File: src/rtl/subpel_pkg.sv
// subpel_pkg: shared state encoding, mux-select constants and row-count helper for the sub-pel sequencer
package subpel_pkg;

    typedef enum logic [2:0] {IDLE, FILL, HORIZ, VERT, DRAIN, DONE} state_t;

    localparam logic [7:0] SEL_VERT_FLAG = 8'h80;
    localparam logic [1:0] SRC_A = 2'd0;
    localparam logic [1:0] SRC_B = 2'd1;
    localparam logic [1:0] SRC_C = 2'd2;

    function automatic int subpel_rows(input int num_pixel, input int taps);
        return num_pixel + taps - 1;
    endfunction

endpackage

File: src/rtl/subpel_issue_delay.sv
// subpel_issue_delay: DEPTH-stage shift line carrying issue flags and index to the FIR output side
module subpel_issue_delay #(
    parameter int DEPTH = 2,
    parameter int W = 10
) (
    input  logic         clk,
    input  logic         rst,
    input  logic [W-1:0] d,
    output logic [W-1:0] q
);

    logic [W-1:0] line [DEPTH];

    // advance one stage per cycle; reset empties every stage
    always_ff @(posedge clk) begin
        if (rst) begin
            for (int i = 0; i < DEPTH; i++) line[i] <= '0;
        end else begin
            line[0] <= d;
            for (int i = 1; i < DEPTH; i++) line[i] <= line[i-1];
        end
    end

    assign q = line[DEPTH-1];

endmodule

File: src/rtl/subpel_sequencer.sv
// subpel_sequencer: block control for the 8-wide sub-pel interpolator; SUBPEL_PERF_CNT_EN adds the stall_cnt output
module subpel_sequencer
    import subpel_pkg::*;
#(
    parameter int NUM_PIXEL = 8,
    parameter int TAPS = 8,
    parameter int PIPE_LAT = 2
) (
    input  logic       clk,
    input  logic       rst,
    input  logic       start,
    output logic       busy,
    output logic       done,
    input  logic       row_valid,
    output logic       row_ready,
    output logic       load_in,
    output logic [7:0] mux_sel,
    output logic       load_L,
    output logic       load_out,
    output logic [7:0] out_idx
`ifdef SUBPEL_PERF_CNT_EN
    ,
    output logic [15:0] stall_cnt
`endif
);

    localparam int ROWS = subpel_rows(NUM_PIXEL, TAPS);
    localparam logic [7:0] ROW_LAST = 8'(ROWS - 1);
    localparam logic [7:0] H_LO = 8'(TAPS / 2 - 1);
    localparam logic [7:0] H_HI = 8'(TAPS / 2 + NUM_PIXEL - 2);
    localparam logic [4:0] COL_LAST = 5'(NUM_PIXEL - 1);
    localparam logic [7:0] DRAIN_LAST = 8'(PIPE_LAT - 1);

    state_t state;
    logic [7:0] cnt;
    logic [4:0] col;
    logic [1:0] src;
    logic [1:0] next_src;
    logic [9:0] dq;
    logic dh;
    logic dv;
    logic [7:0] didx;
    logic in_rows;

    assign next_src = (src == SRC_A) ? SRC_B : SRC_C;
    assign load_in = row_valid & row_ready;

    // sequencer state, counters and registered control outputs
    always_ff @(posedge clk) begin
        if (rst) begin
            state <= IDLE;
            cnt <= '0;
            col <= '0;
            src <= SRC_A;
            busy <= 1'b0;
            done <= 1'b0;
            row_ready <= 1'b0;
            mux_sel <= '0;
        end else begin
            case (state)
                IDLE: begin
                    if (start) begin
                        state <= FILL;
                        cnt <= '0;
                        col <= '0;
                        src <= SRC_A;
                        busy <= 1'b1;
                        row_ready <= 1'b1;
                    end
                end
                FILL: begin
                    if (row_valid) begin
                        if (cnt == ROW_LAST) begin
                            state <= HORIZ;
                            cnt <= '0;
                            row_ready <= 1'b0;
                            mux_sel <= '0;
                        end else begin
                            cnt <= cnt + 8'd1;
                        end
                    end
                end
                HORIZ: begin
                    if (cnt == ROW_LAST) begin
                        state <= VERT;
                        cnt <= '0;
                        mux_sel <= SEL_VERT_FLAG | {1'b0, SRC_A, 5'd0};
                    end else begin
                        cnt <= cnt + 8'd1;
                        mux_sel <= cnt + 8'd1;
                    end
                end
                VERT: begin
                    if (src == SRC_C && col == COL_LAST) begin
                        state <= DRAIN;
                        cnt <= '0;
                    end else if (col == COL_LAST) begin
                        col <= '0;
                        src <= next_src;
                        mux_sel <= SEL_VERT_FLAG | {1'b0, next_src, 5'd0};
                    end else begin
                        col <= col + 5'd1;
                        mux_sel <= SEL_VERT_FLAG | {1'b0, src, col + 5'd1};
                    end
                end
                DRAIN: begin
                    if (cnt == DRAIN_LAST) begin
                        state <= DONE;
                        done <= 1'b1;
                        mux_sel <= '0;
                    end else begin
                        cnt <= cnt + 8'd1;
                    end
                end
                DONE: begin
                    state <= IDLE;
                    done <= 1'b0;
                    busy <= 1'b0;
                end
                default: state <= IDLE;
            endcase
        end
    end

    // mux_sel already equals the row index in HORIZ and the vertical encoding in VERT
    subpel_issue_delay #(.DEPTH(PIPE_LAT), .W(10)) u_delay (
        .clk(clk),
        .rst(rst),
        .d({state == HORIZ, state == VERT, mux_sel}),
        .q(dq)
    );

    assign dh = dq[9];
    assign dv = dq[8];
    assign didx = dq[7:0];
    assign in_rows = didx >= H_LO && didx <= H_HI;
    assign load_L = dh;
    assign load_out = dv | (dh & in_rows);
    assign out_idx = dv ? didx : (dh & in_rows) ? didx - H_LO : 8'h00;

`ifdef SUBPEL_PERF_CNT_EN
    // saturating count of FILL cycles spent waiting on upstream rows
    always_ff @(posedge clk) begin
        if (rst || (state == IDLE && start))
            stall_cnt <= '0;
        else if (state == FILL && !row_valid && stall_cnt != 16'hFFFF)
            stall_cnt <= stall_cnt + 16'd1;
    end
`endif

endmodule
File: config.mk
export PLATFORM = sky130hd
export DESIGN_NAME = subpel_sequencer
export DESIGN_NICKNAME = d
export VERILOG_FILES = /design/src/rtl/subpel_pkg.sv /design/src/rtl/subpel_issue_delay.sv /design/src/rtl/subpel_sequencer.sv
export SDC_FILE = /design/constraint.sdc
export NUM_CORES = 1
export LEC_CHECK = 0
export BUFFER_PORTS_ARGS = -buffer_cell sky130_fd_sc_hd__buf_2
export CORE_UTILIZATION = 30
export DETAILED_ROUTE_END_ITERATION = 6
export HOLD_SLACK_MARGIN = 0.02
export PLACE_DENSITY = 0.56
export SLEW_MARGIN = 20
export SYNTH_ARGS = -nofsm -noshare
export SYNTH_HDL_FRONTEND = slang
export SYNTH_HIERARCHICAL = 1
export SYNTH_SLANG_ARGS = --single-unit
File: constraint.sdc
create_clock -name clk -period 2.2 [get_ports clk]
set_input_delay 0.44 -clock clk [delete_from_list [all_inputs] [get_ports clk]]
set_output_delay 0.44 -clock clk [all_outputs]
set_load 0.1 [all_outputs]
# Word level (Yosys, flattened, before mapping)
# Memory sizes are Yosys's and may differ from the RTL's.
# Cells that the tools add are included.
# word_totals
reg_bits	29
ram_bits	20
inputBits	4
output_inout_bits	22
mem_count	1
# mem_list
memory	words	word_bits	read_ports	rd_clocked_by_memory_dff	write_ports	line	source
u_delay.line	2	10	2	0	2	subpel_issue_delay.sv:12	logic [W-1:0] line [DEPTH];
# op_classes
n_addsub	3
order_cmp	2
n_eq_ne	18
muxes	43
bitwise_logic	5
n_reduce_logical	18
# ops
cell	count
8-bit two-way mux	12
8-bit case mux with 5 select lines	1
8-bit case mux with 4 select lines	1
10-bit two-way mux	2
3-bit two-way mux	6
2-bit inequality test, second input constant	9
5-bit two-way mux	3
3-bit case mux with 5 select lines	1
5-bit case mux with 2 select lines	1
5-bit AND reduction	2
8-bit by 1-bit adder with 8-bit output, second input constant	1
8-bit by 1-bit equality test with 1-bit output, second input constant	1
8-bit by 4-bit equality test with 1-bit output, second input constant	1
8-bit by 2-bit greater-or-equal comparator with 1-bit output, second input constant	1
8-bit by 4-bit <= comparator with 1-bit output, second input constant	1
2-bit two-way mux	4
4-bit AND reduction	2
2-bit nonzero test	4
8-bit by 2-bit subtractor with 8-bit output, second input constant	1
1-bit two-way mux	7
7-bit two-way mux	1
3-bit by 2-bit equality test with 1-bit output, second input constant	2
3-bit equality test, second input constant	2
1-bit case mux with 2 select lines	3
other kinds (15)	20

# Logic depth before layout (Yosys ltp)
# Gate-level depths: netlist of the first run.
# An unclocked memory read counts as a cell.
# logic_depth
ltp_word	6
mapped_depth	8
depth_no_buf	7

# Hierarchy
# Netlist of the first run, hierarchy kept.
# by_module_without_submodules
module	n_inst	cells_each	area_per_inst_um2	seq_area_each_um2
subpel_sequencer	1	227	1789.2	580.6
subpel_issue_delay	1	52	693.2	400.4

# Least setup slack after synthesis of the first run
# OpenSTA, ideal clock, no wires.
# synth_path
path_type	reg2out
start	memory u_delay.line[1][0], in the netlist u_delay/line[0][10]
end	output out_idx[2]
arrival_time_ps	4205
t_required_ps	1760
path_slack_ps	-2445
stages_incl_launch_ff	8
path_cell_list	dfxtp_1 buf_4 inv_1 ha_1 nor2b_1 o21ai_0 o311ai_0 o41ai_1
# synth_lines
element	line	source
start, declared	subpel_issue_delay.sv:12	
end, declared	subpel_sequencer.sv:20	output logic [7:0] out_idx

==> results of run 1 <==
power by group through the flow:
stage	Sequential [mW]	Clock (mW)	Combinational, mW
floorplan	0.946	0	0.0773
global placement	0.923	0	0.134
detailed placement	0.923	0	0.134
CTS	0.901	0.664	0.135
global route	0.901	0.721	0.143
finish	0.899	0.641	0.134
layer usage:
layer	part of all wire [%]	GRT usage, %
met5	0	0
met4	0.85	4.49
met3	4.2	2.46
met2	49	22.0
met1	46	16.6
critical path: cells and delay by family, from the launching register on:
kind / cells / cell delay, ps
compound gates: 4 / 650
buf+inv: 3 / 420
flops: 1 / 370
fa+ha+maj: 1 / 120
simple gates: 1 / 30
metrics by stage:
stage | instances | cell area, um2 | hold WS, ps
2_1_floorplan | 279 | 2570 | 415
3_3_place_gp | 403 | 2920 | 420
3_5_place_dp | 403 | 2920 | 419
4_1_cts | 417 | 3120 | 447
5_1_grt | 419 | 3180 | 456
6_report | 419 | 3180 | 440
final cells by class:
class | count | area share, %
multi-input combinational | 199 | 45.7
sequential | 49 | 31.2
timing repair buffer | 51 | 14.1
tap | 102 | 4.02
clock buffer | 5 | 2.17
clock inverter | 3 | 1.38
inverter | 10 | 1.30
synthesized netlist by cell type, drive strengths merged (2+ instances only):
master / number
nand3: 11
ha: 6
nand2b: 3
nor2b: 24
nor4: 4
nand2: 22
a32oi: 4
a211oi: 2
o31ai: 2
o21ai: 9
nor2: 26
buf: 14
xor2: 5
nand3b: 2
a21oi: 20
or3b: 2
xnor2: 6
nor3b: 2
o21bai: 2
a31o: 2
and2: 7
a31oi: 4
dfxtp: 49
inv: 10
clkbuf: 7
a221oi: 3
nor3: 7
o211ai: 2
worst paths after layout:
path                       start                   to  slack (ps)  cells after the start
min reg2reg   u_delay/line[0][6]  u_delay/line[0][16]         440                      1
max          u_delay/line[0][10]           out_idx[3]        -140                      9
max reg2reg               cnt[1]           mux_sel[0]         140                      8
min           u_delay/line[0][6]  u_delay/line[0][16]         440                      1
cell usage in the layout, fill, tap and decap left out, drive strengths merged, types with 2 or more instances in the layout:
cell type and instances:
nor4 4, buf 51, a31o 2, inv 10
a21oi 20, nor2 26, a221oi 3, nor2b 24
nand2 22, xor2 5, nor3b 2, or3b 2
nand3b 2, clkbuf 5, xnor2 6, o31ai 2
nand2b 3, nor3 7, a32oi 4, and2 7
o21bai 2, o21ai 9, ha 6, a31oi 4
dfxtp 49, o211ai 2, a211oi 2, nand3 11
registers in the layout (all words and copies together) (netlist names):
name	cells
busy	1
cnt	8
col	5
done	1
mux_sel	8
row_ready	1
src	2
state	3
u_delay/line	20
cell families (layout without fill, tap and decap cells):
group           count (synthesis)  after routing  synth area share, %
xor+xnor                       11             11                 3.88
buf+inv                        31             69                 7.01
simple gates                  116            116                 27.8
flops                          49             49                 39.5
fa+ha+maj                       6              6                 3.02
compound gates                 66             66                 18.8
repair_timing:
action	4_1_cts	5_1_grt
resized for setup	15	10
pin swaps	8	5
setup buffers	6	2
setup endpoints to repair	7	8
==> results.sh, run 1 <==
export IMPL_cts_hold_buf=0
export IMPL_clk_pin_slew_worst_paths_ps=90
export IMPL_synth_yosys_seq_area_share_pct=39.5
export IMPL_hold_violations=0
export IMPL_drtIter0Drc=105
export IMPL_seq_power_share_pct=53.7
export IMPL_cts_htree_levels=2
export IMPL_finalNetCount=326
export IMPL_setup_slack_ps=-139
export IMPL_cts_tree="done"
export IMPL_vdd_ir_drop_worst_mv=0.228
export IMPL_critPathKind="reg2out"
export IMPL_fill_cells=796
export IMPL_timing_final_crit_period_ps=2340
export IMPL_swShare_pct=24.3
export IMPL_detail_route_antenna_nets=0
export IMPL_fin_crit_sh_pct=106
export IMPL_core_area_mm2=0.00785
export IMPL_root_buffer="clkbuf_8"
export IMPL_num_rows=32
export IMPL_crit_chain="inv_2, ha_4, nor2b_2, o21ai_2, o311ai_4, buf_6, o21bai_1, o2bb2ai_2, buf_12"
export IMPL_dp_slack_ps=89.6
export IMPL_place_port_buffers=25
export IMPL_tns_ps=-479
export IMPL_antenna_found_initial=0
export IMPL_wl_per_cell_um=12.9
export IMPL_power_total_mw=1.67
export IMPL_internal_power_mw=1.27
export IMPL_max_freq_mhz=428
export IMPL_syn_to_final_growth_pct=27.9
export IMPL_worst_pin_slew_ps=512
export IMPL_setup_violations=6
export IMPL_rsz0062_at_grt="true"
export IMPL_slew_headroom_pct=65.5
export IMPL_cts_buffer_depth=2
export IMPL_synthFlopType="dfxtp_1"
export IMPL_final_util_pct=40.5
export IMPL_startpoint_type="flop"
export IMPL_synth_largest_area_cell="dfxtp_1"
export IMPL_endpoint_kind="primary output"
export IMPL_grt_overflow=0
export IMPL_synth_nets=289
export IMPL_maxCapViolCount=0
export IMPL_cts_inserted_buffers=5
export IMPL_synthCells=279
export IMPL_synth_enable_flop_cells=0
export IMPL_p_comb_share_pct=8.0
export IMPL_cellPowerDensity_mw_per_mm2=527
export IMPL_drcViolationCount=0
export IMPL_ys_seq_elements=49
export IMPL_status="complete, but fails checks"
export IMPL_viasPerCell=4.89
export IMPL_netlist_area_mm2=0.00248
export IMPL_p_sw_uw=407
export IMPL_power_frac_clock_pct=38.3
export IMPL_cp_arrival_ps=1900
export IMPL_fp_dieH_um=93.0
export IMPL_grt_start_max_net_pins=30
export IMPL_grt_usage_pct=13.1
export IMPL_yosys_warnings=6
export IMPL_dieArea_mm2=0.00864
export IMPL_fin_skew_ps=13.5
export IMPL_seq_area_um2=992
export IMPL_die_x_um=93.0
export IMPL_max_stage_delay_ps=370
export IMPL_ys_async_sr_fraction_pct=0
export IMPL_drv_slew=0
export IMPL_grt_pass1_vias=1902
export IMPL_grt_pass1_wl_um=9040
export IMPL_violations="negative setup slack"
export IMPL_place_congestion=0.869
export IMPL_syn_avg_cell_area_um2=8.90
export IMPL_leakage_nw=1.24
export IMPL_num_antenna_cells=0
export IMPL_first_pass_iters=4
export IMPL_drive_gt1_share_pct=36.3
export IMPL_clock_sinks=49
export IMPL_cp_slowest_cell="dfxtp_4"
export IMPL_yosys_top_cells_area="dfxtp_1, nor2b_2, a21oi_1"
export IMPL_critical_path_required_ps=1760
export IMPL_yosysTopAreaCellShare_pct=39.5
export IMPL_io_pin_count=26
export IMPL_wl_um=5430
export IMPL_min_delay_path_class="reg2reg"
export IMPL_multiInputGateArea_mm2=0.00145
export IMPL_hpwl_um=3960
export IMPL_vias=2049
export IMPL_initial_core_util_pct=31.6
export IMPL_path_max_fanout=4
export IMPL_insertion_delay_ps=300
export IMPL_synth_cell_types=57
(Power assumes the default switching activity.)
==> run 2, diff against run 1 <==
- TNS_END_PERCENT: not set -> 30
==> results.sh, run 2 (synthesis results as in run 1) <==
export IMPL_min_delay_path_class="reg2reg"
export IMPL_endpoint_kind="primary output"
export IMPL_startpoint_type="flop"
export IMPL_initial_core_util_pct=31.6
export IMPL_grt_usage_pct=13.4
export IMPL_maxCapViolCount=0
export IMPL_critical_path_required_ps=1760
export IMPL_hp_start="u_delay/line[0][4]"
export IMPL_num_rows=32
export IMPL_leakage_nw=1.18
export IMPL_drive_gt1_share_pct=33.3
export IMPL_rsz0062_at_grt="true"
export IMPL_cts_htree_levels=2
export IMPL_mostFrequentLayoutCell="dfxtp_1"
export IMPL_hold_slack_ps=444
export IMPL_dpl_cell_area_mm2=0.00286
export IMPL_cts_tree="done"
export IMPL_setup_slack_ps=-107
export IMPL_layout_common_cells="dfxtp_1, nor2_1, nand2_1, a21oi_1"
export IMPL_wl_um=5420
export IMPL_antenna_found_initial=0
export IMPL_finalNetCount=318
export IMPL_timing_final_crit_period_ps=2310
export IMPL_hold_end="u_delay/line[0][14]"
export IMPL_clock_sinks=49
export IMPL_cts_hold_buf=0
export IMPL_drcViolationCount=0
export IMPL_place_congestion=0.883
export IMPL_min_delay_path_depth=1
export IMPL_r2r_end="mux_sel[2]"
export IMPL_slew_headroom_pct=65.4
export IMPL_core_area_mm2=0.00785
export IMPL_detail_route_antenna_nets=0
export IMPL_reg2regPathDepth=6
export IMPL_syn_to_final_growth_pct=23.1
export IMPL_path_max_fanout=6
export IMPL_vias=2011
export IMPL_insertion_delay_ps=300
export IMPL_setup_violations=5
export IMPL_cts_buffer_depth=2
export IMPL_grt_start_max_net_pins=29
export IMPL_critPathKind="reg2out"
export IMPL_largest_register_ffs=20
export IMPL_clk_pin_slew_worst_paths_ps=90
export IMPL_cts_inserted_buffers=5
export IMPL_max_freq_mhz=433
export IMPL_vdd_ir_drop_worst_mv=0.320
export IMPL_io_pin_count=26
export IMPL_drv_slew=0
export IMPL_die_x_um=93.0
export IMPL_num_antenna_cells=0
export IMPL_first_pass_iters=4
export IMPL_viasPerCell=4.89
export IMPL_reg_top3="u_delay/line (20), cnt (8), mux_sel (8)"
export IMPL_grt_overflow=0
export IMPL_status="complete, but fails checks"
export IMPL_tns_ps=-318
export IMPL_fin_skew_ps=4.83
export IMPL_hpwl_um=4060
export IMPL_cellPowerDensity_mw_per_mm2=511
export IMPL_wl_per_cell_um=13.2
export IMPL_hold_violations=0
export IMPL_grt_pass1_vias=1974
export IMPL_r2r_setup_slack_ps=200
export IMPL_fin_crit_sh_pct=105
export IMPL_root_buffer="clkbuf_8"
export IMPL_largest_register="u_delay/line"
export IMPL_dieArea_mm2=0.00864
export IMPL_grt_pass1_wl_um=9250
export IMPL_fp_dieH_um=93.0
export IMPL_worst_pin_slew_ps=519
export IMPL_violations="negative setup slack"
export IMPL_place_port_buffers=25
export IMPL_reg2reg_from="cnt[4]"
export IMPL_drtIter0Drc=69
export IMPL_cp_arrival_ps=1870
export IMPL_final_area_mm2=0.00306
[run 2: worst max-delay path by stage]
stage / start / to / slack (ps) / cells past startpoint
6_report: u_delay/line[0][10] / out_idx[3] / -110 / 9
5_1_grt: u_delay/line[0][10] / out_idx[3] / -200 / 9
4_1_cts: u_delay/line[0][14] / out_idx[3] / -110 / 7
3_5_place_dp: u_delay/line[0][14] / out_idx[2] / 100 / 6
3_3_place_gp: u_delay/line[0][17] / out_idx[2] / 140 / 6
2_1_floorplan: u_delay/line[0][17] / out_idx[2] / -400 / 5
[run 2: repair_timing]
| item | 4_1_cts | 5_1_grt |
|---|---|---|
| gates resized for setup | 14 | 12 |
| setup endpoints to repair | 7 | 12 |
| endpoints found under the hold margin | 0 | 0 |
| buffers inserted | 3 | 0 |
| pin swaps | 6 | 6 |
[run 2: cell type report]
class | instances | area, um2
clock buffer | 5 | 68.8
clock inverter | 3 | 21.3
fill | 802 | 4790
inverter | 10 | 40.0
multi-input combinational | 199 | 1440
sequential | 49 | 993
tap | 102 | 128
timing repair buffer | 43 | 369
[run 2: power breakdown]
group / switching, mW / internal (mW)
registers: 0.00825 / 0.890
clock network: 0.304 / 0.226
logic: 0.0987 / 0.0352
[run 2: metrics by stage]
| step | power [mW] | util, % | setup WS (ps) | std cells |
|---|---|---|---|---|
| CTS | 1.59 | 38.5 | -108 | 411 |
| global placement | 1.06 | 36.5 | 140 | 400 |
| detailed placement | 1.06 | 36.5 | 104 | 400 |
| finish | 1.56 | 39.0 | -107 | 411 |
| floorplan | 1.02 | - | -397 | 279 |
| global route | 1.64 | 39.0 | -196 | 411 |
[run 2: metal layers]
metal  vias to the layer above  share of wire, %  track usage [%]
li1                       1032                 -                -
met1                       944                48             16.5
met2                        29                49             23.2
met3                         6               2.2             2.71
met4                         0               1.2             4.49
met5                         -                 0                0
[run 2: worst max-delay path, cell delays in order, from the launching register on]
cell	delay [ps]
dfxtp_4	380
inv_4	60
ha_4	120
nor2b_2	40
o21ai_2	190
o311ai_4	130
buf_6	150
o21bai_1	170
o2bb2ai_2	140
buf_12	190
